===== src/rtl/enemy_fire_scheduler_if.sv =====
// Handshake bundle between the enemy AI / bullet-slot array (master) and the
// fire scheduler (slave).
interface enemy_fire_scheduler_if #(
  parameter int NUM_SLOTS = 4,
  parameter int HIT_W     = 4
);
  logic                 fire_req;
  logic                 defend;
  logic                 hit_clr;
  logic [NUM_SLOTS-1:0] slot_busy;
  logic [NUM_SLOTS-1:0] slot_hit;
  logic [NUM_SLOTS-1:0] slot_attack;
  logic                 fire_ack;
  logic                 busy;
  logic [2:0]           shots_left;
  logic [HIT_W-1:0]     hit_count;
  logic                 player_hit;

  modport master (
    output fire_req, defend, hit_clr, slot_busy, slot_hit,
    input  slot_attack, fire_ack, busy, shots_left, hit_count, player_hit
  );

  modport slave (
    input  fire_req, defend, hit_clr, slot_busy, slot_hit,
    output slot_attack, fire_ack, busy, shots_left, hit_count, player_hit
  );
endinterface


===== src/rtl/enemy_fire_scheduler.sv =====
// Turns enemy fire requests into bursts of one-hot attack strobes to free bullet
// slots, with gap/cooldown/defend sequencing and a saturating player-hit counter.
module enemy_fire_scheduler #(
  parameter int NUM_SLOTS = 4,
  parameter int BURST_LEN = 3,
  parameter int BURST_GAP = 8,
  parameter int COOLDOWN  = 30,
  parameter int HIT_W     = 4
) (
  input  logic                  clk,
  input  logic                  rst_n,
  enemy_fire_scheduler_if.slave bus
);

  localparam int TMAX = (BURST_GAP > COOLDOWN) ? BURST_GAP : COOLDOWN;
  localparam int TW   = $clog2(TMAX + 1);
  localparam int PW   = $clog2(NUM_SLOTS + 1);
  localparam int SW   = ((HIT_W > PW) ? HIT_W : PW) + 1;

  localparam logic [SW-1:0] SAT       = SW'((1 << HIT_W) - 1);
  localparam logic [TW-1:0] GAP_LOAD  = TW'(BURST_GAP - 1);
  localparam logic [TW-1:0] COOL_LOAD = TW'(COOLDOWN - 1);
  localparam logic [2:0]    SHOTS_INI = 3'(BURST_LEN);

  localparam logic [1:0] S_IDLE  = 2'd0;
  localparam logic [1:0] S_ISSUE = 2'd1;
  localparam logic [1:0] S_GAP   = 2'd2;
  localparam logic [1:0] S_COOL  = 2'd3;

  logic [1:0]           r_state;
  logic [1:0]           w_state_nxt;
  logic [TW-1:0]        r_timer;
  logic [TW-1:0]        w_timer_nxt;
  logic [2:0]           r_shots;
  logic [2:0]           w_shots_nxt;
  logic [HIT_W-1:0]     r_hit_count;
  logic                 r_player_hit;

  logic [NUM_SLOTS-1:0] w_free;
  logic [NUM_SLOTS-1:0] w_pick;
  logic                 w_any_free;
  logic                 w_accept;
  logic                 w_strobe;
  logic [SW-1:0]        w_pop;
  logic [SW-1:0]        w_sum;

  // Lowest free slot: isolate the least significant set bit of the free mask.
  assign w_free     = ~bus.slot_busy;
  assign w_pick     = w_free & (~w_free + NUM_SLOTS'(1));
  assign w_any_free = |w_free;

  // Qualified with rst_n so nothing leaks out while reset is held.
  assign w_accept = rst_n && (r_state == S_IDLE) && bus.fire_req && !bus.defend;
  assign w_strobe = rst_n && (r_state == S_ISSUE) && !bus.defend && w_any_free;

  always_comb begin
    w_state_nxt = r_state;
    w_timer_nxt = r_timer;
    w_shots_nxt = r_shots;
    case (r_state)
      S_IDLE: begin
        if (bus.fire_req && !bus.defend) begin
          w_state_nxt = S_ISSUE;
          w_shots_nxt = SHOTS_INI;
        end
      end
      S_ISSUE: begin
        if (bus.defend) begin
          w_state_nxt = S_COOL;
          w_timer_nxt = COOL_LOAD;
          w_shots_nxt = '0;
        end else if (w_any_free) begin
          w_shots_nxt = r_shots - 3'd1;
          if (r_shots > 3'd1) begin
            w_state_nxt = S_GAP;
            w_timer_nxt = GAP_LOAD;
          end else begin
            w_state_nxt = S_COOL;
            w_timer_nxt = COOL_LOAD;
          end
        end
      end
      S_GAP: begin
        if (bus.defend) begin
          w_state_nxt = S_COOL;
          w_timer_nxt = COOL_LOAD;
          w_shots_nxt = '0;
        end else if (r_timer == '0) begin
          w_state_nxt = S_ISSUE;
        end else begin
          w_timer_nxt = r_timer - TW'(1);
        end
      end
      default: begin
        if (r_timer == '0) begin
          w_state_nxt = S_IDLE;
        end else begin
          w_timer_nxt = r_timer - TW'(1);
        end
      end
    endcase
  end

  always_ff @(posedge clk or negedge rst_n) begin
    if (!rst_n) begin
      r_state <= S_IDLE;
      r_timer <= '0;
      r_shots <= '0;
    end else begin
      r_state <= w_state_nxt;
      r_timer <= w_timer_nxt;
      r_shots <= w_shots_nxt;
    end
  end

  always_comb begin
    w_pop = '0;
    for (int unsigned i = 0; i < NUM_SLOTS; i++) begin
      w_pop = w_pop + SW'(bus.slot_hit[i]);
    end
  end

  // Sum is computed one bit wider than the counter so saturation is a plain compare.
  assign w_sum = SW'(r_hit_count) + w_pop;

  always_ff @(posedge clk or negedge rst_n) begin
    if (!rst_n) begin
      r_hit_count  <= '0;
      r_player_hit <= 1'b0;
    end else begin
      r_player_hit <= |bus.slot_hit;
      if (bus.hit_clr) begin
        r_hit_count <= '0;
      end else if (w_sum > SAT) begin
        r_hit_count <= SAT[HIT_W-1:0];
      end else begin
        r_hit_count <= w_sum[HIT_W-1:0];
      end
    end
  end

  assign bus.slot_attack = w_strobe ? w_pick : '0;
  assign bus.fire_ack    = w_accept;
  assign bus.busy        = (r_state != S_IDLE);
  assign bus.shots_left  = r_shots;
  assign bus.hit_count   = r_hit_count;
  assign bus.player_hit  = r_player_hit;

  a_attack_onehot: assert property (@(posedge clk) disable iff (!rst_n)
    $onehot0(bus.slot_attack));
  a_attack_free_only: assert property (@(posedge clk) disable iff (!rst_n)
    (bus.slot_attack & bus.slot_busy) == '0);

endmodule


===== src/flat_wrapper.sv =====
// flat-port wrapper written by rule: the top's interface ports become plain ports
module enemy_fire_scheduler_flat 
#(
  parameter int NUM_SLOTS = 4,
  parameter int BURST_LEN = 3,
  parameter int BURST_GAP = 8,
  parameter int COOLDOWN  = 30,
  parameter int HIT_W     = 4
)
  (clk, rst_n, bus_fire_req, bus_defend, bus_hit_clr, bus_slot_busy, bus_slot_hit, bus_slot_attack, bus_fire_ack, bus_busy, bus_shots_left, bus_hit_count, bus_player_hit);
  enemy_fire_scheduler_if #(.NUM_SLOTS(NUM_SLOTS), .HIT_W(HIT_W)) bus_i ();
  input  logic clk;
  input  logic rst_n;
  input wire logic [$bits(bus_i.fire_req)-1:0] bus_fire_req;
  input wire logic [$bits(bus_i.defend)-1:0] bus_defend;
  input wire logic [$bits(bus_i.hit_clr)-1:0] bus_hit_clr;
  input wire logic [$bits(bus_i.slot_busy)-1:0] bus_slot_busy;
  input wire logic [$bits(bus_i.slot_hit)-1:0] bus_slot_hit;
  output wire logic [$bits(bus_i.slot_attack)-1:0] bus_slot_attack;
  output wire logic [$bits(bus_i.fire_ack)-1:0] bus_fire_ack;
  output wire logic [$bits(bus_i.busy)-1:0] bus_busy;
  output wire logic [$bits(bus_i.shots_left)-1:0] bus_shots_left;
  output wire logic [$bits(bus_i.hit_count)-1:0] bus_hit_count;
  output wire logic [$bits(bus_i.player_hit)-1:0] bus_player_hit;
  assign bus_i.fire_req = bus_fire_req;
  assign bus_i.defend = bus_defend;
  assign bus_i.hit_clr = bus_hit_clr;
  assign bus_i.slot_busy = bus_slot_busy;
  assign bus_i.slot_hit = bus_slot_hit;
  assign bus_slot_attack = bus_i.slot_attack;
  assign bus_fire_ack = bus_i.fire_ack;
  assign bus_busy = bus_i.busy;
  assign bus_shots_left = bus_i.shots_left;
  assign bus_hit_count = bus_i.hit_count;
  assign bus_player_hit = bus_i.player_hit;
  enemy_fire_scheduler #(.NUM_SLOTS(NUM_SLOTS), .BURST_LEN(BURST_LEN), .BURST_GAP(BURST_GAP), .COOLDOWN(COOLDOWN), .HIT_W(HIT_W)) u_core (.clk(clk), .rst_n(rst_n), .bus(bus_i));
endmodule

===== config.mk =====
export PLATFORM = sky130hd
export DESIGN_NAME = enemy_fire_scheduler_flat
export DESIGN_NICKNAME = d
export VERILOG_FILES = /design/src/rtl/enemy_fire_scheduler_if.sv /design/src/rtl/enemy_fire_scheduler.sv /design/src/flat_wrapper.sv
export SDC_FILE = /design/constraint.sdc
export NUM_CORES = 1
export LEC_CHECK = 0
export CAP_MARGIN = 25
export CORE_MARGIN = 4
export CORE_UTILIZATION = 44
export CTS_CLUSTER_DIAMETER = 80
export DETAILED_ROUTE_END_ITERATION = 10
export PLACE_DENSITY = 0.86
export SLEW_MARGIN = 20
export SYNTH_ARGS = -nofsm -noshare
export SYNTH_HDL_FRONTEND = slang
export SYNTH_SLANG_ARGS = --single-unit
export TNS_END_PERCENT = 5

===== constraint.sdc =====
create_clock -name clk -period 2 [get_ports clk]
set_clock_uncertainty 0.05 [all_clocks]
set_input_delay 0.4 -clock clk [delete_from_list [all_inputs] [get_ports clk]]
set_output_delay 0.4 -clock clk [all_outputs]
set_load 0.05 [all_outputs]

### Word level (Yosys, flattened, before mapping)

Index checks and enable logic that the tools add are counted.

| word-level totals | value |
|---|---|
| register bits | 15 |
| bits in latches | 0 |
| bits in writable memories | 0 |
| memory bits (read-only) | 0 |
| output and inout port bits | 14 |
| memories kept | 0 |

| cells by class | value |
|---|---|
| $add $sub $neg | 7 |
| $mul | 0 |
| divide/modulo/power cells | 0 |
| order comparisons | 2 |
| equality and inequality tests | 6 |
| shift-type cells | 0 |
| mux-type cells | 22 |
| bitwise operators | 4 |
| reduce and logical (&&, ||, !) cells | 18 |

Operator list:

| kind | count |
|---|---|
| 2-to-1 mux 5 bit | 5 |
| one-hot mux 5 bit (3 select lines) | 1 |
| 2-to-1 mux 2 bit | 6 |
| 2-to-1 mux 3 bit | 4 |
| 2-to-1 mux 4 bit | 3 |
| adder 5 x 1 -> 5 bit | 2 |
| one-hot mux 3 bit (3 select lines) | 1 |
| NOT 4 bit | 2 |
| AND reduction 4 bit | 2 |
| OR reduction 4 bit | 2 |
| logical AND 1 bit | 7 |
| != test 3 x 2 -> 1 bit, second input constant | 2 |
| one-hot mux 2 bit (3 select lines) | 1 |
| adder 4 x 5 -> 5 bit | 1 |
| > comparator 5 x 4 -> 1 bit, second input constant | 1 |
| logical NOT 5 bit | 1 |
| subtractor 5 x 1 -> 5 bit, second input constant | 1 |
| adder 4 x 1 -> 4 bit, second input constant | 1 |
| bitwise AND 4 bit | 1 |
| != test 2 bit, second input constant | 2 |
| nonzero test 4 bit | 1 |
| > comparator 3 x 1 -> 1 bit, second input constant | 1 |
| nonzero test 3 bit | 1 |
| subtractor 3 x 1 -> 3 bit, second input constant | 1 |
| other kinds (9) | 9 |

### Depth between registers and ports, before layout

Gate-level depths: netlist of run 1.

| depth | value |
|---|---|
| depth in word-level cells | 7 |
| gate-level depth with buffers | 10 |
| mapped depth without buffers | 10 |

### Least setup slack after synthesis of run 1

OpenSTA, ideal clock, no wires.

| timing | value |
|---|---|
| kind | flip-flop to output port |
| start point | reg u_core.r_state[1] |
| end point | out bus_slot_attack[1] |
| arrival time | 2.266 ns |
| setup slack | -0.716 ns |
| cell stages (with the launch flop) | 7 |
| buffers on the path | 1 |
| path through | dfrtp_1 > inv_1 > ha_1 > buf_2 > and2b_1 > nand2_1 > nor3b_1 |

| between the ends | value |
|---|---|
| word-level cells in the longest chain between the ends | 5 |

Ends and longest elaborated chain:

| item | RTL line | RTL |
|---|---|---|
| from (decl) | enemy_fire_scheduler.sv:30 | `logic [1:0] r_state;` |
| from (signal assigned) | enemy_fire_scheduler.sv:110 | `r_state <= w_state_nxt;` |
| equality test 2 x 1 -> 1 bit | enemy_fire_scheduler.sv:54 | `assign w_strobe = rst_n && (r_state == S_ISSUE) && !bus.defend && w_any_free;` |
| logical AND 1 bit (3 in series) | enemy_fire_scheduler.sv:54 |  |
| 2-to-1 mux 4 bit | enemy_fire_scheduler.sv:142 | `assign bus.slot_attack = w_strobe ? w_pick : '0;` |
| to (decl) | flat_wrapper.sv:19 | `output wire logic [$bits(bus_i.slot_attack)-1:0] bus_slot_attack;` |

No other way between the ends.

### Worst setup path in the final report of run 1

| timing | value |
|---|---|
| start point | in bus_slot_hit[0] |
| end point | reg u_core.r_hit_count[3] (netlist: u_core.bus.hit_count[3]) |

| between the ends | value |
|---|---|
| word-level cells in the longest chain between the ends | 7 |

Ends and longest elaborated chain:

| item | RTL line | RTL |
|---|---|---|
| from (decl) | flat_wrapper.sv:18 | `input wire logic [$bits(bus_i.slot_hit)-1:0] bus_slot_hit;` |
| adder 1 x 1 -> 2 bit * | enemy_fire_scheduler.sv:119 | `w_pop = w_pop + SW'(bus.slot_hit[i]);` |
| adder 5 x 1 -> 5 bit * (2 in series) | enemy_fire_scheduler.sv:119 |  |
| adder 4 x 5 -> 5 bit * | enemy_fire_scheduler.sv:124 | `assign w_sum = SW'(r_hit_count) + w_pop;` |
| > comparator 5 x 4 -> 1 bit | enemy_fire_scheduler.sv:134 | `end else if (w_sum > SAT) begin` |
| 2-to-1 mux 4 bit * | enemy_fire_scheduler.sv:134 |  |
| 2-to-1 mux 4 bit * | enemy_fire_scheduler.sv:132 | `if (bus.hit_clr) begin` |
| to (signal assigned) | enemy_fire_scheduler.sv:135 | `r_hit_count <= SAT[HIT_W-1:0];` |
| to (signal assigned) | enemy_fire_scheduler.sv:137 | `r_hit_count <= w_sum[HIT_W-1:0];` |
| to (decl) | enemy_fire_scheduler.sv:36 | `logic [HIT_W-1:0] r_hit_count;` |

Every way passes the cells marked *; elsewhere a longest branch is shown, timed or not.
A chain may end at the register's enable or synchronous reset.

==> flow_summary.toml, run 1 <==
[floorplan]
rows = 18
die_h_microns = 59.3
die_x_microns = 59.3
fp.dieArea_sq_mm = 0.00351
start_util_pct = 46.3
ioPinCount = 27
core-area_sq_mm = 0.00250

[sta]
relSlewSlack_pct = 66.6
setup_viol = 8
rsz0062_at_grt = "true"
period_share_pct = 103
min_period_ns = 2.05
setup_ws_ns = -0.0531
hold_viol = 0
fmax_ghz = 0.487
hold_ws_ns = 0.412
worstMarginPinSlew_ns = 0.499
drv_slew = 0

[placement]
dpl_worst_slack_ns = -0.904
place_hpwl_microns = 2360
io_buffers = 26
gp_congestion = 0.918

[setup_path]
start_kind = "primary input"
cp-end-kind = "register"
cp_cell_sequence = "buf_8 > inv_4 > ha_4 > inv_2 > fa_1 > inv_1 > ha_2 > fa_2 > nand4bb_1 > o21ai_1 > a21oi_1"
reg2reg_slack_ns = -0.03
r2r-start = "u_core.bus.hit_count[0]$_DFF_PN0_"
slowest_stage = "fa_1"
worstPathArrival_ns = 2.18
rr_worst_depth = 8
worstSetupPathType = "in2reg"
cp_num_buf_inv = 4
cp_max_fo = 3
crit_family = "adder cells"
timing.rr.end = "u_core.bus.hit_count[3]$_DFF_PN0_"
worst_ep_required_time_ns = 2.12
max_stage_delay_ns = 0.49

[synth]
yosysMostFrequentCell = "inv_1"
synth_top_area_share_pct = 32.4
syn_inst = 127
synth_top_flop_cell = "dfrtp_1"
synth-seq-cells = 15
synthArstFlopShare_pct = 100
syn_avg_cell_area_sq_um = 9.11
ys_warn_count = 0
yosysSeqAreaShare_pct = 32.4
synthesis.area_sq_mm = 0.00116
synth.distinct_cells = 41
synth_enable_flop_cells = 0
synth.area.top_cells = "dfrtp_1 (32%), ha_1 (14%), inv_1 (7.1%)"
ys_top_cells_by_count = "inv_1 (22), dfrtp_1 (15), ha_1 (13)"
syn-num-nets = 155
synth_top_area_cell = "dfrtp_1"

[global_route]
grt_overflow = 0
grt_max_degree = 16
grt_pass1_vias = 1131
track_usage_pct = 18.7
grt_pass1_wl_microns = 4970
antenna_found_initial = 0

[min_path]
hold_path.class = "in2reg"
hold_depth = 3
hold_end = "u_core.bus.player_hit$_DFF_PN0_"
hold_start = "bus_slot_hit[2]"

[routing]
totalWireLength_microns = 2920
drt_first_pass_iters = 4
wl_per_cell_microns = 14.6
via_per_inst = 5.65
first_iter_violations = 33
via_count = 1130
drc = 0
postRouteAntennaNets = 0

[clock_tree]
clk_latency_ns = 0.28
cts.path.max_buffers = 2
hold_buffers = 0
clk_pin_slew_ns = 0.09
htree_levels = 1
clock_sinks = 15
cts_tree = "done"
cts_buffers = 3
cts-root-buf = "clkbuf_4"

[layout]
layout-drive-gt1-share_pct = 37.1
syn2layout_area_growth_pct = 49.6
ff_latch_area_sq_um = 377
multi_input_area_sq_um = 773
nets = 199
nFillCells = 199
diodes = 0

[outcome]
violations = "negative setup slack"
outcome = "finished, violations left"

[power_and_ir_drop]
vdd_drop_max_mv = 1.01
power.density_mw_per_mm2 = 1480
p_leak_nw = 0.814

[job]
cap_violations = 0
cell families (layout without fill, tap and decap cells):
group	after synthesis	in the layout	share of synthesized area, %
simple gates	32	32	15.9
fa+ha+maj	15	15	17.5
flops	15	15	32.4
compound gates	36	36	21.3
mux	5	5	4.97
buf+inv	24	67	7.89
through the flow:
stage	area [sq um]	instances	utilization, %	TNS, ns	power, mW
3_5_place_dp	1590	191	63.7	-3.83	2.28
6_report	1730	200	69.3	-0.253	2.56
2_1_floorplan	1180	127	-	-1.99	1.76
4_1_cts	1700	197	68.0	-0.398	2.52
5_1_grt	1730	200	69.3	-0.889	2.78
3_3_place_gp	1590	191	63.7	-3.31	2.21
layer usage:
layer  GRT usage [%]  share of wire [%]  vias up
li1                -                  -      538
met1            20.0                 36      540
met2            36.0                 55       46
met3            2.83                7.2        6
met4            7.12                1.6        0
met5               0                  0        -
placed cells by master, fill, tap and decap left out, types with 2 or more instances in the layout:
cell / instances
o21ai_0: 5
mux2_2: 2
inv_1: 16
a21oi_1: 6
buf_8: 2
clkdlybuf4s50_1: 12
buf_4: 20
buf_12: 6
inv_4: 2
clkbuf_4: 3
nand2_1: 5
dfrtp_1: 14
mux2i_1: 2
nor3_1: 3
nor3b_4: 2
inv_2: 4
o21ai_2: 2
ha_2: 3
o22ai_1: 3
a22o_1: 2
a211oi_1: 2
nand3_1: 4
nor2_1: 3
o21ai_1: 3
o2bb2ai_1: 2
ha_1: 9
nand2b_1: 2
state kept, by name, indices dropped and copies added (netlist names):
| name | flops |
|---|---|
| u_core.r_timer | 5 |
| u_core.r_state | 2 |
| u_core.bus.shots_left | 3 |
| u_core.bus.hit_count | 4 |
| u_core.bus.player_hit | 1 |
how the worst max path moves through the flow:
stage / depth (start not counted) / slack [ns] / start / endpoint
2_1_floorplan: 10 / -0.30 / bus_slot_hit[0] / u_core.bus.hit_count[3]$_DFF_PN0_
3_3_place_gp: 11 / -0.81 / bus_slot_hit[0] / u_core.bus.hit_count[3]$_DFF_PN0_
3_5_place_dp: 11 / -0.90 / bus_slot_hit[0] / u_core.bus.hit_count[3]$_DFF_PN0_
5_1_grt: 5 / -0.14 / u_core.r_state[0]$_DFFE_PN0P_ / bus_slot_attack[1]
6_report: 11 / -0.05 / bus_slot_hit[0] / u_core.bus.hit_count[3]$_DFF_PN0_
4_1_cts: 11 / -0.09 / bus_slot_hit[0] / u_core.bus.hit_count[3]$_DFF_PN0_
area by class of cell:
type / instances / share of cell area, %
clock buffer: 3 / 1.30
inverter: 22 / 5.06
multi-input combinational: 88 / 44.7
tap: 30 / 2.17
timing repair buffer: 41 / 24.8
sequential: 15 / 21.7
clock inverter: 1 / 0.289
what timing repair did:
action | 4_1_cts | 5_1_grt
pin swaps | 6 | 4
resized for setup | 32 | 6
endpoints found under the setup margin | 9 | 11
hold endpoints to repair | 0 | 0
buffers inserted | 2 | 3
where the power goes:
part	internal, mW	leakage [nW]	switching (mW)	total, mW
registers	0.433	0.183	0.121	0.554
clock network	0.0742	0.0177	0.0995	0.174
logic	0.841	0.613	0.992	1.83
worst register-to-register path: stages (launching register included):
cell	delay, ns
dfrtp_2	0.40
inv_2	0.05
fa_1	0.52
inv_1	0.04
ha_2	0.17
fa_2	0.35
nand4bb_1	0.17
o21ai_1	0.09
a21oi_1	0.08
Power figures use the tool's default switching activity.
==> run 2, diff against run 1 <==
==> constraint.sdc (replaced) <==
create_clock -name clk -period 2 [get_ports clk]
set_clock_uncertainty 0.05 [all_clocks]
set_input_delay 0.5 -clock clk [delete_from_list [all_inputs] [get_ports clk]]
set_output_delay 0.5 -clock clk [all_outputs]
set_load 0.05 [all_outputs]
==> flow_summary.toml, run 2 (same netlist as run 1, synthesis figures left out) <==
[floorplan]
die_x_microns = 59.3
start_util_pct = 46.3
die_h_microns = 59.3
core-area_sq_mm = 0.00250
rows = 18
fp.dieArea_sq_mm = 0.00351
ioPinCount = 27

[sta]
rsz0062_at_grt = "true"
hold_viol = 0
worstMarginPinSlew_ns = 0.308
fmax_ghz = 0.462
setup_viol = 9
period_share_pct = 108
drv_slew = 0
relSlewSlack_pct = 79.4
min_period_ns = 2.16
setup_ws_ns = -0.163

[power_and_ir_drop]
power.density_mw_per_mm2 = 1470
p_leak_nw = 0.875
vdd_drop_max_mv = 1.44
total_power_mw = 2.68

[layout]
largest_reg_flops = 5
syn2layout_area_growth_pct = 57.3
largest_register = "u_core.r_timer"
nets = 207
layout_common_cells = "buf_4 (31), inv_1 (16), dfrtp_1 (15)"
diodes = 0
fin_cells = 208
layout_commonest_cell = "buf_4"
design_area_sq_mm = 0.00182
layout-drive-gt1-share_pct = 41.6

[outcome]
outcome = "finished, violations left"
violations = "negative setup slack"

[setup_path]
worstSetupPathType = "reg2out"
crit_start = "u_core.r_state[1]$_DFFE_PN0P_"
worst_ep_required_time_ns = 1.45
r2r-start = "u_core.bus.hit_count[0]$_DFF_PN0_"
cp-end-kind = "primary output"
crit_family = "flip-flops"
max_stage_delay_ns = 0.42
worstPathArrival_ns = 1.61
start_kind = "register"
cp_max_fo = 4
cp_cell_sequence = "inv_2 > ha_4 > and2b_2 > nand2_4 > buf_4 > nor2_4 > buf_12"
slowest_stage = "dfrtp_1"
cp_num_buf_inv = 3

[routing]
postRouteAntennaNets = 0
via_per_inst = 5.50
totalWireLength_microns = 3180
drc = 0
drt_first_pass_iters = 4
via_count = 1145
first_iter_violations = 30
wl_per_cell_microns = 15.3

[min_path]
hold_path.class = "reg2reg"
hold_start = "u_core.r_timer[4]$_DFFE_PN0P_"

[clock_tree]
cts-root-buf = "clkbuf_4"
cts_buffers = 3
cts_tree = "done"
htree_levels = 1
clk_latency_ns = 0.29
cts.path.max_buffers = 2
clock_sinks = 15
clk_pin_slew_ns = 0.10

[global_route]
track_usage_pct = 19.2
grt_pass1_vias = 1174
antenna_found_initial = 0
grt_pass1_wl_microns = 5160
grt_overflow = 0
grt_max_degree = 16

[placement]
place_area_sq_mm = 0.00165
dpl_worst_slack_ns = -1.05
gp_congestion = 0.917
io_buffers = 26
dp_cells = 200
place_hpwl_microns = 2320

[job]
cap_violations = 0
## run 2: cell types whose count changed in the layout (fill, tap and decap cells not counted), sizes merged
cell | before | now
dlygate4sd2 | 1 | 3
dlymetal6s2s | 0 | 1
buf | 28 | 39
clkdlybuf4s50 | 12 | 6
## run 2: final timing paths
kind                                                endpoint  slack, ns  depth (start not counted)
min                            u_core.r_timer[4]$_DFFE_PN0P_       0.48                          2
max reg2reg                u_core.bus.hit_count[3]$_DFF_PN0_      -0.08                          8
max                                       bus_slot_attack[0]      -0.16                          7
min in group asynchronous      u_core.r_timer[3]$_DFFE_PN0P_       0.67                          3
max in group asynchronous      u_core.r_state[1]$_DFFE_PN0P_       1.06                          3
min reg2reg                    u_core.r_timer[4]$_DFFE_PN0P_       0.48                          2
## run 2: stage by stage
step / setup TNS [ns] / util (%) / hold slack [ns]
finish: -1.16 / 72.8 / 0.484
global placement: -5.15 / 66.0 / 0.450
detailed placement: -5.84 / 66.0 / 0.455
CTS: -1.53 / 70.0 / 0.486
global route: -1.53 / 72.8 / 0.492
floorplan: -2.79 / - / 0.154
## run 2: layout make-up
class / count / area (sq um)
clock buffers: 3 / 22.5
inverters: 22 / 87.6
multi-input cells: 88 / 811
clock inverters: 1 / 5.00
well taps: 30 / 37.5
flip-flops and latches: 15 / 375
fillers: 184 / 679
repair buffers: 49 / 482
## run 2: layer usage
metal	track usage (%)	share of wire [%]
met5	0	0
met2	35.7	54
met3	3.05	5.1
met1	21.7	40
met4	7.12	1.5
## run 2: where the power goes
part / switching, mW / internal, mW / leakage (nW)
registers: 0.128 / 0.432 / 0.184
logic: 1.03 / 0.908 / 0.673
clock network: 0.112 / 0.0745 / 0.0177
total: 1.27 / 1.41 / 0.875
## run 2: worst register-to-register path: cells and delay by family (launching register included)
kind	cells	cell delay (ns)
flip-flops	1	0.38
AND/OR/NAND/NOR	1	0.19
buffers and inverters	2	0.12
adder cells (fa/ha/maj)	3	1.05
AO/OA/AOI/OAI	2	0.19
## run 2: repair_timing
action	4_1_cts	5_1_grt
setup buffers	0	4
setup endpoints to repair	9	9
hold buffers	0	0
pin swaps	9	9
gates resized for setup	36	9
